$ cat config.mk
export PLATFORM = sky130hd
export DESIGN_NAME = ahb_rr_arbiter
export DESIGN_NICKNAME = d
export VERILOG_FILES = /design/src/rtl/ahb_rr_arbiter.sv
export SDC_FILE = /design/constraint.sdc
export NUM_CORES = 1
export LEC_CHECK = 0
export CORE_AREA = 3 3 49 63
export CTS_CLUSTER_DIAMETER = 120
export DETAILED_ROUTE_END_ITERATION = 6
export DIE_AREA = 0 0 52 66
export PLACE_DENSITY = 0.81
export SLEW_MARGIN = 0
export SYNTH_ARGS = -nofsm -noshare
export SYNTH_HDL_FRONTEND = slang
export SYNTH_SLANG_ARGS = --single-unit
$ cat constraint.sdc
create_clock -name hclk -period 6.9 [get_ports hclk]
set_clock_uncertainty 0.05 [all_clocks]
set_input_delay 1.035 -clock hclk [delete_from_list [all_inputs] [get_ports hclk]]
set_output_delay 1.035 -clock hclk [all_outputs]
set_load 0.1 [all_outputs]
$ cat src/rtl/ahb_rr_arbiter.sv
// AHB bus arbiter: round-robin or fixed-priority grant of one shared fabric,
// bridge hand-off via hreqb/hgrantb, and a watchdog that releases hung grants.
module ahb_rr_arbiter #(
  parameter int                NUM_MASTERS = 4,
  parameter int                SEL_W       = 4,
  parameter logic [SEL_W-1:0]  BRIDGE_MASK = 4'b1100,
  parameter int                RR_MODE     = 1,
  parameter int                TIMEOUT     = 16
) (
  input  logic                              hclk,
  input  logic                              hresetn,
  input  logic [NUM_MASTERS-1:0]            hreq,
  input  logic [NUM_MASTERS*SEL_W-1:0]      sel_in,
  input  logic                              hready_out,
  input  logic                              hresp,
  input  logic                              hgrantb,
  output logic [NUM_MASTERS-1:0]            hgrant,
  output logic [SEL_W-1:0]                  sel,
  output logic                              hreqb,
  output logic [$clog2(NUM_MASTERS)-1:0]    owner,
  output logic                              busy,
  output logic                              err_pulse
);

  localparam int IDX_W = $clog2(NUM_MASTERS);
  localparam int CNT_W = $clog2(TIMEOUT) + 1;

  typedef enum logic [1:0] {
    IDLE  = 2'd0,
    GRANT = 2'd1,
    BREQ  = 2'd2,
    BXFER = 2'd3
  } state_t;

  state_t            state;
  logic [IDX_W-1:0]  rr_ptr;
  logic [CNT_W-1:0]  wd_cnt;

  logic              done;
  logic              errdone;
  logic              wd_expired;
  logic [IDX_W-1:0]  win;
  logic [IDX_W-1:0]  win_next;
  logic [SEL_W-1:0]  win_sel;
  logic              win_bridge;
  logic              fin;
  logic              fin_err;

  // First requester scanning upward from ptr, wrapping modulo NUM_MASTERS.
  function automatic logic [IDX_W-1:0] pick(input logic [NUM_MASTERS-1:0] req,
                                            input logic [IDX_W-1:0]       ptr);
    logic [IDX_W-1:0] c;
    logic             hit;
    pick = '0;
    hit  = 1'b0;
    for (int k = 0; k < NUM_MASTERS; k++) begin
      c = IDX_W'((int'(ptr) + k) % NUM_MASTERS);
      if (!hit && req[c]) begin
        hit  = 1'b1;
        pick = c;
      end
    end
  endfunction

  function automatic logic [NUM_MASTERS-1:0] onehot(input logic [IDX_W-1:0] i);
    onehot    = '0;
    onehot[i] = 1'b1;
  endfunction

  assign done       = hready_out & ~hresp;
  assign errdone    = hready_out & hresp;
  assign wd_expired = (wd_cnt == CNT_W'(TIMEOUT - 1));
  assign busy       = (state != IDLE);

  always_comb begin
    win      = (RR_MODE != 0) ? pick(hreq, rr_ptr) : pick(hreq, '0);
    win_next = (win == IDX_W'(NUM_MASTERS - 1)) ? '0 : win + 1'b1;
    win_sel  = '0;
    for (int m = 0; m < NUM_MASTERS; m++) begin
      if (win == IDX_W'(m)) win_sel = sel_in[m*SEL_W +: SEL_W];
    end
    win_bridge = |(win_sel & BRIDGE_MASK);
  end

  // Exit conditions of the busy states; a normal completion beats a coincident timeout.
  always_comb begin
    fin     = 1'b0;
    fin_err = 1'b0;
    case (state)
      GRANT, BXFER: begin
        fin     = done;
        fin_err = ~done & (errdone | wd_expired);
      end
      BREQ: begin
        fin     = ~hreq[owner];
        fin_err = hreq[owner] & wd_expired;
      end
      default: begin
        fin     = 1'b0;
        fin_err = 1'b0;
      end
    endcase
  end

  always_ff @(posedge hclk or negedge hresetn) begin
    if (!hresetn) begin
      state     <= IDLE;
      hgrant    <= '0;
      sel       <= '0;
      hreqb     <= 1'b0;
      owner     <= '0;
      err_pulse <= 1'b0;
      rr_ptr    <= '0;
      wd_cnt    <= '0;
    end else begin
      err_pulse <= 1'b0;
      if (state == IDLE) begin
        wd_cnt <= '0;
        if (|hreq) begin
          owner  <= win;
          sel    <= win_sel;
          rr_ptr <= win_next;
          if (win_bridge) begin
            state <= BREQ;
            hreqb <= 1'b1;
          end else begin
            state  <= GRANT;
            hgrant <= onehot(win);
          end
        end
      end else if (fin || fin_err) begin
        state     <= IDLE;
        hgrant    <= '0;
        sel       <= '0;
        hreqb     <= 1'b0;
        owner     <= '0;
        wd_cnt    <= '0;
        err_pulse <= fin_err;
      end else begin
        wd_cnt <= wd_cnt + 1'b1;
        case (state)
          BREQ: begin
            if (hgrantb) begin
              state  <= BXFER;
              hgrant <= onehot(owner);
            end
          end
          BXFER: begin
            // The bridge may withdraw its grant mid-transfer; mirror it one cycle later.
            hgrant <= hgrantb ? onehot(owner) : '0;
          end
          default: begin
            hgrant <= hgrant;
          end
        endcase
      end
    end
  end

endmodule

## After elaboration in Yosys (flattened, before gate mapping)

Index checks and enable logic that the tools add are counted.

- Register bits after elaboration: 21
- Bits of input ports: 25
- Word-level logic and storage cells: 119

- Add/subtract/negate cells: 5
- $lt $le $gt $ge: 8
- Equality and inequality tests: 11
- Multiplexer cells: 55
- Bitwise gates (word level): 8
- Reductions and logical operators: 24

Operators by type and width:

| operator | number |
|---|---|
| $mux W4 | 13 |
| $mux W2 | 14 |
| $lt A2 B3 Y1 const B | 6 |
| $mux W1 | 16 |
| $bmux W1 S2 | 5 |
| $mux W5 | 2 |
| $eq A2 B2 Y1 const B | 4 |
| $pmux W4 S2 | 1 |
| $reduce_and A3 Y1 | 2 |
| $reduce_bool A3 Y1 | 2 |
| $add A5 B1 Y5 const B | 1 |
| $eq A5 B4 Y1 const B | 1 |
| $logic_and A1 B1 Y1 | 5 |
| $add A2 B1 Y2 const B | 2 |
| $add A2 B2 Y2 const B | 2 |
| $and A1 B1 Y1 | 4 |
| $demux W1 S2 | 2 |
| $eq A2 B1 Y1 const B | 2 |
| $ge A2 B1 Y1 const B | 2 |
| $logic_not A2 Y1 | 2 |
| $ne A2 B2 Y1 const B | 2 |
| $ne A4 B4 Y1 const B | 1 |
| $pmux W1 S2 | 2 |
| $reduce_and A2 Y1 | 2 |
| 10 further kinds | 16 |

## Logic depth before layout (Yosys ltp)

- Depth after elaboration: 21
- Mapped depth: 11
- Depth with buffers taken out: 11

## Worst setup path before layout

Ideal clock, no wire load.

- Path type: input to register
- Start: input hreq[2]
- End: register hgrant[0]
- Arrival: 3.005 ns
- Path slack: 3.719 ns
- Stages: 11
- Buffers on the path: 1
- Path through: nand2b_1 a21oi_1 a211oi_1 inv_1 ha_1 buf_2 nor3b_1 a211oi_1 o311ai_1 nand2b_1 mux2_2

- Cells in the longest elaborated chain, start to end: 20

RTL lines:

| item | RTL line | source |
|---|---|---|
| start: declaration | 12 | `input logic [NUM_MASTERS-1:0] hreq,` |
| $bmux W1 S2 | 58 | `if (!hit && req[c]) begin` |
| $mux W1 (not written as such) | 58 |  |
| $mux W1 | 58 |  |
| $logic_not A1 Y1 | 58 |  |
| $logic_and A1 B1 Y1 | 58 |  |
| $mux W1 | 58 |  |
| $logic_not A1 Y1 | 58 |  |
| $logic_and A1 B1 Y1 | 58 |  |
| $mux W1 | 58 |  |
| $logic_not A1 Y1 | 58 |  |
| $logic_and A1 B1 Y1 | 58 |  |
| $mux W2 | 58 |  |
| $logic_not A2 Y1 | 80 | `if (win == IDX_W'(m)) win_sel = sel_in[m*SEL_W +: SEL_W];` |
| $mux W4 (4 in series) | 80 |  |
| $reduce_or A2 Y1 | 82 | `win_bridge = \|(win_sel & BRIDGE_MASK);` |
| $ne A2 B2 Y1 (no line) | n/a |  |
| $reduce_and A4 Y1 (no line) | n/a |  |
| end signal: assignment | 128 | `hgrant <= onehot(win);` |
| end signal: assignment | 145 | `hgrant <= onehot(owner);` |
| end signal: assignment | 150 | `hgrant <= hgrantb ? onehot(owner) : '0;` |
| end: declaration | 17 | `output logic [NUM_MASTERS-1:0] hgrant,` |

Parallel ways exist; a longest one is shown, timed or not. The select of a mux whose other input is x is not followed.
A chain may end at the register's enable or synchronous reset.

## Final worst setup path

- Start: input hreq[3]
- End: register hgrant[2]

Same word-level chain as after synthesis.

==> impl_metrics.json <==
{
  "worst-endpoint-arrival_ns": 3.81,
  "synthTopCellsByArea": "dfrtp_1 42%, ha_1 6.0%, mux2_2 5.4%",
  "dp_hpwl_um": 2363,
  "vdd_drop_max_mv": 0.3740,
  "die_x_um": 52,
  "critPathKind": "input port to register",
  "first_global_vias": 1139,
  "seq_area_um2": 525.5,
  "firstDrtPassIters": 4,
  "syn_inst": 130,
  "drive_gt1_share_pct": 8.982,
  "clk_path_buf_depth": 2,
  "synth_nets": 161,
  "final_util_pct": 64.36,
  "antenna_found_initial": 0,
  "drt_iter0_markers": 20,
  "num_vias": 1106,
  "async_flop_share_pct": 100.0,
  "dpl_worst_slack_ns": 2.899,
  "finalSetupViolations": 0,
  "grt_max_degree": 22,
  "start_util_pct": 48.29,
  "core_area_um2": 2601,
  "syn_avg_cell_area_um2": 9.663,
  "slew_violations": 0,
  "routed_wl_um": 2924,
  "crit_required_ns": 7.05,
  "cts_hold_buffers": 0,
  "yosysTopAreaCell": "dfrtp_1",
  "worst_slew_pin_slew_ns": 0.9797,
  "route.detailed.drc": 0,
  "fill_cells": 211,
  "max_slew_margin_pct": 34.48,
  "area_growth_pct": 33.27,
  "die_area_um2": 3432,
  "min-delay-path-class": "register to register",
  "fmax_mhz": 273.2,
  "cts.sinks": 21,
  "rsz0062_at_grt": "false",
  "ys_warn_count": 0,
  "synth_top_area_share_pct": 41.83,
  "fin_ws_ns": 3.240,
  "die_h_um": 66,
  "insertion_delay_ns": 0.30,
  "cts_tree": "done",
  "place_inst": 197,
  "synth_ff_type": "dfrtp_1",
  "cp-end-kind": "register",
  "root_buffer": "clkbuf_4",
  "post_cts_buffers": 0,
  "drt-wirelength-per-cell_um": 14.55,
  "status": "completed",
  "power.density_nw_per_um2": 478.9,
  "p_total_mw": 0.8018,
  "tns_ns": 0,
  "ios": 38,
  "yosysSeqAreaShare_pct": 41.83,
  "grt_usage_pct": 18.74,
  "place.gp.congestion": 0.8455,
  "clkTransAtPathRegs_ns": 0.12,
  "multi_input_area_um2": 671.9,
  "cts_buffers": 3,
  "synth.cell_area_um2": 1256,
  "min_period_ns": 3.660,
  "max-cap-violations": 0,
  "p_leak_nw": 0.7214,
  "htreeDepth": 1,
  "crit_fanout": 9,
  "final_cells": 201,
  "final_nets": 199,
  "diodes": 0,
  "ctsResizeCount": 0,
  "synth-edff-count": 0,
  "grt_pass1_wl_um": 4864,
  "cp-start-kind": "input port",
  "final_antenna_net_count": 0,
  "final-hold-violation-count": 0,
  "ys_types": 37,
  "io_buffers": 37,
  "fin_crit_sh_pct": 53.04,
  "vias_per_cell": 5.502,
  "std_cell_rows": 21,
  "ys_seq_elements": 21,
  "overflow": 0
}
area by class of cell:
cell class                      count  area share, %
Clock inverter                      1         0.4484
Timing Repair Buffer               37          22.12
Tap cell                           34          2.541
Clock buffer                        3          1.345
Multi-Input combinational cell     96          40.13
Sequential cell                    21          31.39
Inverter                            9          2.018
power breakdown:
part	switching [mW]	leakage, nW	internal, mW	total [mW]
combinational	0.362	0.434	0.176	0.537
clock	0.0371	0.0139	0.0220	0.0591
sequential	0.0402	0.274	0.165	0.205
per-layer routing:
metal	wire length, um	GRT usage [%]
met5	0	0
met2	1487	33.33
met3	127	2.935
met1	1282	22.72
met4	27	5.574
sequential cells by signal (all words and copies together) (netlist names):
signal	count
state	2
owner	2
hreqb	1
rr_ptr	2
err_pulse	1
sel	4
wd_cnt	5
hgrant	4
path summary, 6_finish.rpt:
path | startpoint | endpoint | slack, ns | depth (start not counted)
worst max-delay path | hreq[3] | hgrant[2] | 3.24 | 10
worst min-delay path | wd_cnt[0] | wd_cnt[0] | 0.42 | 1
worst max register to register | rr_ptr[1] | hgrant[2] | 4.00 | 10
worst min register to register | wd_cnt[0] | wd_cnt[0] | 0.42 | 1
max in group asynchronous | hresetn | sel[0] | 5.05 | 1
min in group asynchronous | hresetn | wd_cnt[3] | 1.19 | 1
placed cells by master, fill, tap and decap left out, drive strengths merged, types with 2 or more instances in the layout:
cell / synthesis / final
a211oi: 5 / 5
dfrtp: 21 / 21
nor2b: 2 / 2
nor3: 2 / 2
a22o: 7 / 7
nor2: 9 / 9
o21ai: 6 / 6
clkdlybuf4s50: 0 / 37
nand2: 16 / 16
nand3b: 4 / 4
nand2b: 2 / 2
o31ai: 2 / 2
clkbuf: 1 / 3
mux2: 6 / 6
ha: 6 / 6
nor3b: 4 / 4
and3: 2 / 2
a21oi: 8 / 8
inv: 9 / 9
o41ai: 2 / 2
metrics by stage:
step,instance area [um^2],hold slack [ns]
after floorplan,1256,0.3796
after global placement,1644,0.3983
after detailed placement,1644,0.4080
after CTS,1674,0.4246
after global routing,1674,0.4691
final,1674,0.4228
cell usage after synthesis (2+ instances only):
master / count
a211oi_1: 5
a21oi_1: 7
a22o_1: 6
and3_1: 2
buf_2: 2
dfrtp_1: 21
ha_1: 6
inv_1: 9
mux2_2: 6
nand2_1: 16
nand2b_1: 2
nand3b_1: 4
nor2_1: 9
nor2b_1: 2
nor3_1: 2
nor3b_1: 4
o21ai_0: 5
o31ai_1: 2
o41ai_1: 2
worst max-delay path, stage by stage:
cell and delay (ns):
clkdlybuf4s50_1 0.56, mux2i_1 0.11, a211oi_1 0.47, inv_1 0.13, ha_1 0.32, nor3b_1 0.18, a211oi_1 0.30, o311ai_1 0.15
nand2b_1 0.19, mux2_2 0.36
logic make-up (layout without fill, tap and decap cells):
family | after synthesis | after routing | synth area share [%]
simple gates | 45 | 45 | 18.33
compound gates | 35 | 35 | 19.82
flops | 21 | 21 | 41.83
buf+inv | 13 | 50 | 4.681
mux | 8 | 8 | 7.968
fa+ha+maj | 6 | 6 | 5.976
xor+xnor | 2 | 2 | 1.395
Power figures use the tool's default switching activity.
